--- src/rtl/multiply_execute_unit.sv ---
// Multi-cycle unsigned shift-and-add multiply stage sitting on the register file.
// Fetches two operands, iterates WIDTH times, writes the truncated product back.
module multiply_execute_unit #(
    parameter int WIDTH         = 8,
    parameter int ADDRESS_WIDTH = 8
) (
    input  logic                     clock,
    input  logic                     reset_n,
    input  logic                     start,
    output logic                     ready,
    input  logic [ADDRESS_WIDTH-1:0] rs,
    input  logic [ADDRESS_WIDTH-1:0] rt,
    input  logic [ADDRESS_WIDTH-1:0] rd,
    output logic [ADDRESS_WIDTH-1:0] a0,
    output logic [ADDRESS_WIDTH-1:0] a1,
    input  logic [WIDTH-1:0]         rd0,
    input  logic [WIDTH-1:0]         rd1,
    output logic                     we,
    output logic [ADDRESS_WIDTH-1:0] a2,
    output logic [WIDTH-1:0]         wd,
    output logic                     done
);

    localparam int CW = $clog2(WIDTH + 1);
    localparam logic [CW-1:0] LAST = CW'(WIDTH - 1);

    typedef enum logic [1:0] {
        IDLE,
        FETCH,
        MUL,
        WB
    } state_t;

    state_t state;
    state_t next;

    logic [ADDRESS_WIDTH-1:0] dest;
    logic [WIDTH-1:0]         mcand;
    logic [WIDTH-1:0]         mplier;
    logic [WIDTH-1:0]         acc;
    logic [CW-1:0]            count;

    always_ff @(posedge clock or negedge reset_n) begin
        if (!reset_n) begin
            state  <= IDLE;
            a0     <= '0;
            a1     <= '0;
            dest   <= '0;
            mcand  <= '0;
            mplier <= '0;
            acc    <= '0;
            count  <= '0;
        end else begin
            state <= next;
            case (state)
                IDLE: begin
                    if (start) begin
                        a0   <= rs;
                        a1   <= rt;
                        dest <= rd;
                    end
                end
                FETCH: begin
                    mcand  <= rd0;
                    mplier <= rd1;
                    acc    <= '0;
                    count  <= '0;
                end
                MUL: begin
                    // Bits shifted past WIDTH fall off: product is mod 2^WIDTH.
                    if (mplier[0]) begin
                        acc <= acc + mcand;
                    end
                    mcand  <= mcand << 1;
                    mplier <= mplier >> 1;
                    count  <= count + CW'(1);
                end
                default: begin
                end
            endcase
        end
    end

    always_comb begin
        next  = state;
        ready = 1'b0;
        we    = 1'b0;
        done  = 1'b0;
        a2    = '0;
        wd    = '0;
        case (state)
            IDLE: begin
                ready = 1'b1;
                if (start) begin
                    next = FETCH;
                end
            end
            FETCH: begin
                next = MUL;
            end
            MUL: begin
                if (count == LAST) begin
                    next = WB;
                end
            end
            WB: begin
                // Register 0 is hardwired; done still reports completion.
                a2   = dest;
                wd   = acc;
                done = 1'b1;
                we   = (dest != '0);
                next = IDLE;
            end
            default: begin
                next = IDLE;
            end
        endcase
    end

endmodule

--- config.mk ---
export PLATFORM = sky130hd
export DESIGN_NAME = multiply_execute_unit
export DESIGN_NICKNAME = d
export VERILOG_FILES = /design/src/rtl/multiply_execute_unit.sv
export SDC_FILE = /design/constraint.sdc
export NUM_CORES = 1
export LEC_CHECK = 0
export BUFFER_PORTS_ARGS = -buffer_cell sky130_fd_sc_hd__buf_2
export CAP_MARGIN = 5
export CORE_UTILIZATION = 40
export DETAILED_ROUTE_END_ITERATION = 8
export PLACE_DENSITY = 0.75
export SYNTH_ARGS = -nofsm -noshare
export SYNTH_HDL_FRONTEND = slang
export SYNTH_SLANG_ARGS = --single-unit
--- constraint.sdc ---
create_clock -name clock -period 2.18 [get_ports clock]
set_clock_uncertainty 0.15 [all_clocks]
set_input_delay 0 -clock clock [delete_from_list [all_inputs] [get_ports clock]]
set_output_delay 0 -clock clock [all_outputs]
set_load 0.01 [all_outputs]
==> metrics.csv, run 1 <==
stage;metric;value;unit
setup_path;CP startpoint;mcand[2]$_DFFE_PN0P_;
sta;Setup-failing EPs final;0;
run_status;failing checks;DRC;
power;PD cells;1420;nW/um^2
setup_path;Critical Path RT;2.24;ns
routing;DRC Markers;4;
die;IO Count;78;
sta;Tcrit/Tclk final;98.6;%
power;sequential fraction of design power;32.4;%
synthesis;syn_nets;313;
clock_network;Clock Path Buffers;2;
run;max cap viols;0;
setup_path;Setup crit start kind;register;
layout;area grow syn2layout;43.3;%
sta;relative slew slack;62.8;%
setup_path;Crit Path Max Fanout;3;
die;die height;85.0;um
global_route;All-Layer GR Usage;18.1;%
placement;Final HPWL DP;4140;um
power;Sw Share;39.5;%
clock_network;Num CTS Buffers;5;
global_route;first-pass GRT wire length;10500;um
die;die width;85.0;um
synthesis;Mapped Area;2750;um^2
power;Static Leak;0.00185;uW
routing;initial DRC count;77;
synthesis;cell count after synthesis;257;
synthesis;Post-synth EDFFs;0;
power;Pwr Total;5620;uW
sta;fmax;465;MHz
clock_network;clk root buf;clkbuf_8;
sta;Final Max Slew Viols;0;
power;maximum vdd drop;0.873;mV
routing;Wirelength per Cell;13.3;um
sta;setup TNS;0;ns
die;initial core utilization;42.4;%
setup_path;kind of critical path;register to register;
global_route;pin count of the biggest net entering global routing;32;
clock_network;TritonCTS clock tree;built;
power;clock share of power;12.0;%
clock_network;CTS H-tree depth;2;
routing;ANT nets after route;0;
sta;Hold Vio Cnt, Final;0;
setup_path;Critical Path AT;2.21;ns
global_route;vias in the first global route;2377;
die;Row Count;29;
clock_network;worst skew pair latency;0.30;ns
synthesis;syn avg cell area;10.7;um^2
power;Int Power;3400;uW
placement;PortBufs;77;
die;DIE AREA;7220;um^2
layout;layout cells sized above 1;31.8;%
worst_hold_path;worst hold path type;input pin to async pin;
sta;Slew @ Worst Pin;0.558;ns
power;Switch Pwr;2220;uW
global_route;GR Overflow Total;0;
synthesis;Synth Flop Type;dfrtp_1;
synthesis;flops & latches, synth;54;
layout;diode count;0;
sta;crit path time final;2.15;ns
routing;via count;2325;
run_status;status;complete, but fails checks;
power;logic gate share of total power;55.5;%
synthesis;Synth async-reset ratio;100;%
global_route;initial antenna violation count;0;
placement;RD Place Congestion;0.839;
synthesis;Ys Warns;0;
synthesis;sequential area share after synthesis;49.1;%
setup_path;worst r2r src;mcand[2]$_DFFE_PN0P_;
routing;routed wire length;6210;um
clock_network;Reg clk slew, reported paths;0.10;ns
routing;Pre-antenna DRT Iters;7;
layout;final net count;445;
die;Core Box Area;6490;um^2
synthesis;Unique masters post-synth;37;
setup_path;endpoint type of the worst setup path;register;
clock_network;clk sinks;54;
routing;vias per std cell;4.98;
[critical path: stages, from the launching register on]
cell and delay [ns]:
dfrtp_1 0.42, ha_2 0.30, o21ai_1 0.21, nor3_2 0.08, or4_4 0.42, a31o_1 0.23, a32o_1 0.23
[cell usage after synthesis, types with 3 or more instances]
cell / count / area [um^2]
dfrtp_1: 54 / 1350
a21oi_1: 20 / 100
nor2_1: 17 / 63.8
and2_1: 16 / 100
mux2_1: 16 / 180
nand2_1: 15 / 56.3
o21ai_0: 15 / 75.1
mux2i_1: 14 / 140
ha_1: 12 / 150
mux2_2: 11 / 124
inv_1: 10 / 37.5
clkbuf_1: 9 / 33.8
nand3_1: 6 / 30.0
nand2b_1: 5 / 31.3
o21ai_1: 4 / 20.0
o211ai_1: 3 / 22.5
[state kept, by name, summed over array words and instances, names as in the netlist]
name	count
count	4
state	2
acc	8
mcand	8
mplier	8
dest	8
a0	8
a1	8
[metal layers]
layer  global-route usage [%]  wire (um)  vias to the layer above
met5                        0          0                        -
met4                     3.85         44                        0
met3                     3.21        208                        6
met2                     34.2       3210                       47
met1                     21.5       2740                     1112
li1                         -          -                     1160
[cell usage in the layout, fill, tap and decap left out, drive strengths merged, types with 2 or more instances in the layout]
cell type / n
nor2b: 2
ha: 12
o21bai: 2
nand3: 6
nor2: 17
a31oi: 2
nand3b: 2
nor4: 2
mux2i: 14
mux2: 27
a21oi: 20
buf: 95
a211oi: 2
a21o: 2
clkbuf: 7
dfrtp: 54
o211ai: 3
dlygate4sd3: 42
nand2b: 5
inv: 10
xor2: 2
nand2: 15
a211o: 2
o21ai: 19
and2: 16
[path summary, 6_finish.rpt]
path                                    endpoint  slack (ns)  depth (start not counted)
max                           acc[7]$_DFFE_PN0P_        0.03                          6
min in group clock           dest[7]$_DFFE_PN0P_        0.28                          3
min                        mplier[7]$_DFFE_PN0P_        0.06                          2
min reg2reg                    a1[5]$_DFFE_PN0P_        0.34                          1
max in group asynchronous   state[0]$_DFFE_PN0P_        1.26                          3
max reg2reg                   acc[7]$_DFFE_PN0P_        0.03                          6
[cell families after synthesis]
group,count (synthesis),synth area share [%]
simple gates,68,12.5
compound gates,56,12.1
flops,54,49.1
mux,41,16.1
buf+inv,22,3.05
fa+ha+maj,13,6.18
xor+xnor,3,0.955
[metrics by stage]
step	instance area [um^2]	instances	setup WS (ns)	hold slack [ns]	utilization, %
floorplan	2750	257	-0.0135	-0.446	-
global placement	3330	414	0.00366	-0.133	51.2
detailed placement	3330	414	-0.0482	-0.126	51.2
CTS	3890	465	0.00552	0.0723	59.9
global route	3940	467	-0.00608	0.110	60.7
finish	3940	467	0.0299	0.0571	60.7
[power by group through the flow]
stage,Sequential [uW],Combinational (uW),Clock (uW)
after floorplan,1840,1890,0
after global placement,1790,2800,0
after detailed placement,1820,2870,0
after CTS,1810,3010,693
after global routing,1890,3500,719
final,1820,3120,676
[timing repair]
item | CTS | global route
endpoints found under the hold margin | 95 | 0
hold buffers | 42 | 0
buffers inserted | 1 | 2
pin swaps | 1 | 2
resized for setup | 4 | 7
endpoints found under the setup margin | 3 | 3
[final cells by class]
| type | instances | area [um^2] |
|---|---|---|
| Fill cell | 567 | 2550 |
| Multi-Input combinational cell | 181 | 1390 |
| Sequential cell | 54 | 1350 |
| Timing Repair Buffer | 137 | 966 |
| Tap cell | 77 | 96.3 |
| Clock buffer | 7 | 76.3 |
| Inverter | 10 | 37.5 |
| Clock inverter | 1 | 30.0 |
Power figures use the tool's default switching activity.
==> run 2: changes to the inputs <==
--- a/config.mk
+++ b/config.mk
@@ -5,8 +5,10 @@
 export SDC_FILE = /design/constraint.sdc
 export NUM_CORES = 1
 export LEC_CHECK = 0
+export ABC_CLOCK_PERIOD_IN_PS = 2180
 export BUFFER_PORTS_ARGS = -buffer_cell sky130_fd_sc_hd__buf_2
 export CAP_MARGIN = 5
+export CORE_ASPECT_RATIO = 0.7
 export CORE_UTILIZATION = 40
 export DETAILED_ROUTE_END_ITERATION = 8
 export PLACE_DENSITY = 0.75
==> run 2 against run 1 <==
  * Register-to-register slack about the same
  * Clock-buffer cell count unchanged
  * Clock power decreased by 7.2%
  * The flow now finishes without violations
  * Critical path depth unchanged
  * Critical endpoint unchanged
  * Highest routed layer unchanged
  * Fmax increased by 0.51%
  * Wire length increased by 5.8%
  * Power about the same
==> metrics.csv, run 2 (synthesis results as in run 1) <==
stage;metric;value;unit
sta;Slew @ Worst Pin;0.744;ns
setup_path;kind of critical path;register to register;
die;Row Count;24;
power;logic gate share of total power;56.5;%
routing;via count;2350;
sta;crit path time final;2.14;ns
die;initial core utilization;42.8;%
power;maximum vdd drop;0.731;mV
setup_path;CP startpoint;acc[1]$_DFFE_PN0P_;
placement;Final HPWL DP;4390;um
global_route;pin count of the biggest net entering global routing;35;
global_route;initial antenna violation count;0;
setup_path;worst r2r src;acc[1]$_DFFE_PN0P_;
layout;Multi-input gate area;1380;um^2
routing;routed wire length;6570;um
clock_network;worst skew pair latency;0.31;ns
layout;most common cell after layout, fill and taps aside;buf_2;
placement;PortBufs;77;
power;Switch Pwr;2250;uW
die;IO Count;78;
clock_network;Clock Path Buffers;2;
power;PD cells;1410;nW/um^2
clock_network;clk sinks;54;
layout;# fillers;552;
power;clock share of power;11.2;%
sta;Tcrit/Tclk final;98.1;%
worst_hold_path;worst hold path type;input pin to async pin;
routing;Pre-antenna DRT Iters;4;
global_route;first-pass GRT wire length;10900;um
sta;Final Max Slew Viols;0;
routing;DRC Markers;0;
run;max cap viols;0;
sta;relative slew slack;50.4;%
global_route;GR Overflow Total;0;
placement;Cell Area, Placed;3360;um^2
sta;fmax;467;MHz
layout;diode count;0;
die;die width;101;um
clock_network;Reg clk slew, reported paths;0.10;ns
setup_path;Crit Path Max Fanout;2;
clock_network;TritonCTS clock tree;built;
layout;final net count;449;
layout;area grow syn2layout;44.3;%
placement;RD Place Congestion;0.874;
power;sequential fraction of design power;32.4;%
setup_path;Setup crit start kind;register;
die;Core Box Area;6430;um^2
die;DIE AREA;7220;um^2
run_status;status;completed;
sta;RSZ-0062 raised after global routing;false;
clock_network;clk root buf;clkbuf_8;
layout;layout cells sized above 1;32.5;%
clock_network;CTS H-tree depth;2;
routing;vias per std cell;4.85;
global_route;All-Layer GR Usage;19.2;%
sta;Min Hold Slack;0.126;ns
routing;ANT nets after route;0;
sta;Setup-failing EPs final;0;
layout;post-route cell area;3970;um^2
setup_path;Critical Path AT;2.19;ns
power;Int Power;3360;uW
power;Sw Share;40.1;%
layout;most frequent cells in the layout;buf_2 (77), dfrtp_1 (54), dlygate4sd3_1 (42);
routing;Wirelength per Cell;13.5;um
sta;Hold Vio Cnt, Final;0;
routing;initial DRC count;63;
global_route;vias in the first global route;2376;
setup_path;Critical Path RT;2.23;ns
die;die height;71.4;um
clock_network;Num CTS Buffers;5;
setup_path;endpoint type of the worst setup path;register;
power;Static Leak;0.00186;uW
layout;FF+latch area;1350;um^2
-- run 2: worst paths after layout --
path	endpoint	slack [ns]	cells past startpoint
hold reg to reg	a0[5]$_DFFE_PN0P_	0.35	1
hold / removal	mcand[7]$_DFFE_PN0P_	0.13	2
setup reg to reg	acc[7]$_DFFE_PN0P_	0.04	6
setup / recovery	acc[7]$_DFFE_PN0P_	0.04	6
min in group clock	a1[6]$_DFFE_PN0P_	0.29	3
max in group asynchronous	mcand[1]$_DFFE_PN0P_	1.09	3
-- run 2: cell type report --
| class | instances | share of cell area [%] |
|---|---|---|
| clock inverter | 1 | 0.221 |
| multi-input combinational | 181 | 34.8 |
| inverter | 10 | 0.945 |
| clock buffer | 7 | 2.43 |
| tap | 91 | 2.87 |
| timing repair buffer | 141 | 24.8 |
| sequential | 54 | 34.0 |
-- run 2: metrics by stage --
stage	total power (uW)	setup WS, ns	TNS (ns)	instances	util, %
after CTS	5520	-0.0192	-0.0378	482	60.9
after floorplan	3730	-0.0135	-0.0135	257	-
final	5610	0.0408	0	485	61.8
after detailed placement	4760	-0.0252	-0.0252	432	52.3
after global routing	6130	0.00124	0	485	61.8
after global placement	4650	-0.00428	-0.00428	432	52.3
-- run 2: power by group through the flow --
stage | combinational (uW) | clock [uW] | sequential (uW)
after floorplan | 1890 | 0 | 1840
after global placement | 2870 | 0 | 1780
after detailed placement | 2950 | 0 | 1810
after CTS | 3060 | 653 | 1810
after global routing | 3550 | 685 | 1890
final | 3170 | 627 | 1820
-- run 2: what timing repair did --
action | in CTS | in global routing
buffers inserted | 0 | 3
pin swaps | 1 | 2
gates resized for setup | 2 | 7
hold endpoints to repair | 73 | 0
endpoints found under the setup margin | 2 | 3
hold buffers | 42 | 0
-- run 2: metal layers --
layer | up-vias | routed length [um] | GRT usage (%)
li1 | 1168 | - | -
met5 | - | 0 | 0
met1 | 1121 | 3050 | 25.0
met3 | 7 | 255 | 3.71
met4 | 0 | 32 | 4.03
met2 | 54 | 3230 | 33.6
-- run 2: worst max-delay path: stages, from the launching register on --
cell and delay (ns):
dfrtp_1 0.42, ha_4 0.26, a211oi_4 0.24, nor3_2 0.07
or4_4 0.42, a31o_1 0.23, a32o_1 0.24
==> run 3: changes to the inputs <==
==> config.mk (replaced) <==
export PLATFORM = sky130hd
export DESIGN_NAME = multiply_execute_unit
export DESIGN_NICKNAME = d
export VERILOG_FILES = /design/src/rtl/multiply_execute_unit.sv
export SDC_FILE = /design/constraint.sdc
export NUM_CORES = 1
export LEC_CHECK = 0
export ABC_CLOCK_PERIOD_IN_PS = 2180
export CORE_ASPECT_RATIO = 1.75
export CORE_UTILIZATION = 40
export DETAILED_ROUTE_END_ITERATION = 8
export DONT_BUFFER_PORTS = 1
export PLACE_DENSITY = 0.65
export SYNTH_ARGS = -nofsm -noshare
export SYNTH_HDL_FRONTEND = slang
export SYNTH_SLANG_ARGS = --single-unit
==> run 3 against run 2 <==
  * Utilization decreased by 6.1 points
  * Wire length down 4.3%
  * Non-clock buffer count fell by 75
  * Critical endpoint unchanged
  * Critical path type unchanged
  * Sequential cell count is the same
  * Worst hold slack worse by 0.044 ns
  * Combinational power decreased by 7.6%
  * Sequential share of layout area grew 2.8 points
  * Die area rose by 0.11%
  * Power is 2.2% higher
  * Clock-buffer cell count did not move
==> metrics.csv, run 3 (synthesis results as in run 1) <==
stage;metric;value;unit
routing;DRC Markers;0;
clock_network;CTS H-tree depth;2;
routing;vias per std cell;5.28;
global_route;GR Overflow Total;0;
placement;PortBufs;0;
clock_network;worst skew pair latency;0.29;ns
global_route;first-pass GRT wire length;10100;um
power;maximum vdd drop;0.777;mV
worst_hold_path;Hold Crit Depth;3;
setup_path;endpoint type of the worst setup path;register;
layout;Final Core Density;55.7;%
clock_network;Num CTS Buffers;5;
power;Static Leak;0.00158;uW
placement;RD Place Congestion;0.889;
die;die width;64.7;um
sta;RSZ-0062 raised after global routing;true;
worst_hold_path;Hold EP;dest[7]$_DFFE_PN0P_;
sta;Final Max Slew Viols;0;
sta;Slew @ Worst Pin;0.381;ns
layout;most common cell after layout, fill and taps aside;dfrtp_1;
layout;diode count;0;
global_route;All-Layer GR Usage;18.2;%
worst_hold_path;worst hold path type;input pin to register;
sta;fmax;470;MHz
global_route;vias in the first global route;2141;
die;initial core utilization;41.8;%
die;Row Count;39;
routing;via count;2116;
layout;# fillers;567;
layout;most frequent cells in the layout;dfrtp_1 (54), dlygate4sd3_1 (42), buf_4 (22);
layout;layout cells sized above 1;16.3;%
worst_hold_path;Worst Hold Launch;start;
clock_network;clk sinks;54;
setup_path;FF-to-FF path depth;6;
setup_path;Critical Path RT;2.21;ns
die;DIE AREA;7230;um^2
layout;final net count;374;
routing;ANT nets after route;0;
run_status;status;completed;
die;die height;112;um
layout;area grow syn2layout;33.4;%
placement;Final HPWL DP;4120;um
setup_path;Setup crit start kind;register;
routing;routed wire length;6290;um
setup_path;kind of critical path;register to register;
routing;Wirelength per Cell;15.7;um
setup_path;Critical Path AT;2.16;ns
sta;Setup-failing EPs final;0;
die;Core Box Area;6590;um^2
setup_path;worst r2r src;acc[1]$_DFFE_PN0P_;
global_route;pin count of the biggest net entering global routing;55;
sta;Min Hold Slack;0.0824;ns
setup_path;Reg2Reg Capture Point;acc[7]$_DFFE_PN0P_;
sta;Tcrit/Tclk final;97.6;%
clock_network;Reg clk slew, reported paths;0.06;ns
run;max cap viols;0;
die;IO Count;78;
setup_path;flop2flop setup slack;0.05;ns
sta;relative slew slack;74.4;%
global_route;initial antenna violation count;0;
setup_path;Crit Path Max Fanout;2;
routing;initial DRC count;109;
clock_network;clk root buf;clkbuf_16;
power;PD cells;1560;nW/um^2
sta;crit path time final;2.13;ns
clock_network;TritonCTS clock tree;built;
clock_network;Clock Path Buffers;2;
sta;Hold Vio Cnt, Final;0;
routing;Pre-antenna DRT Iters;4;
[run 3: how the worst max path moves through the flow]
stage,cells after the start,endpoint,from,slack [ns]
4_1_cts,6,acc[7]$_DFFE_PN0P_,mcand[5]$_DFFE_PN0P_,0.01
5_1_grt,6,acc[7]$_DFFE_PN0P_,acc[1]$_DFFE_PN0P_,-0.02
3_3_place_gp,6,acc[7]$_DFFE_PN0P_,mcand[5]$_DFFE_PN0P_,0.02
3_5_place_dp,6,acc[7]$_DFFE_PN0P_,acc[1]$_DFFE_PN0P_,0.02
2_1_floorplan,6,acc[7]$_DFFE_PN0P_,acc[1]$_DFFE_PN0P_,-0.01
6_report,6,acc[7]$_DFFE_PN0P_,acc[1]$_DFFE_PN0P_,0.05
[run 3: critical path, cell delays in order (launching register included)]
cell and delay (ns):
dfrtp_1 0.41, ha_4 0.26, a211oi_4 0.26, nor3_2 0.07, or4_4 0.42, a31o_1 0.23, a32o_1 0.23
[run 3: final cells by class]
cell class / count / area (um^2) / area share, %
clock buffer: 7 / 133 / 3.61
clock inverter: 1 / 30.0 / 0.818
inverter: 10 / 37.5 / 1.02
multi-input combinational: 181 / 1390 / 37.7
sequential: 54 / 1350 / 36.8
tap: 82 / 103 / 2.79
timing repair buffer: 66 / 633 / 17.2
[run 3: metal layers]
metal	GRT usage, %	share of wire (%)	up-vias
met5	0	0	-
met4	8.74	3.5	0
met3	2.46	2.7	16
met2	32.9	56	46
met1	20.3	38	1027
li1	-	-	1027
[run 3: report_power, final]
group	leakage (uW)	switching, uW	internal (uW)
clock network	0.0000781	335	543
logic	0.000858	1480	1450
registers	0.000644	434	1490
[run 3: per-stage QoR]
stage | power, uW | cells | setup slack [ns] | setup TNS, ns | area [um^2]
final | 5740 | 401 | 0.0533 | 0 | 3670
after global routing | 6190 | 401 | -0.0234 | -0.0331 | 3670
after CTS | 5580 | 400 | 0.0122 | 0 | 3600
after detailed placement | 4550 | 349 | 0.0157 | 0 | 2990
after global placement | 4480 | 349 | 0.0226 | 0 | 2990
after floorplan | 3730 | 257 | -0.0135 | -0.0135 | 2750
[run 3: repair_timing]
item,4_1_cts,5_1_grt
hold buffers,43,0
pin swaps,2,3
gates resized for setup,1,9
setup buffers,0,1
setup endpoints to repair,2,3
endpoints found under the hold margin,96,0
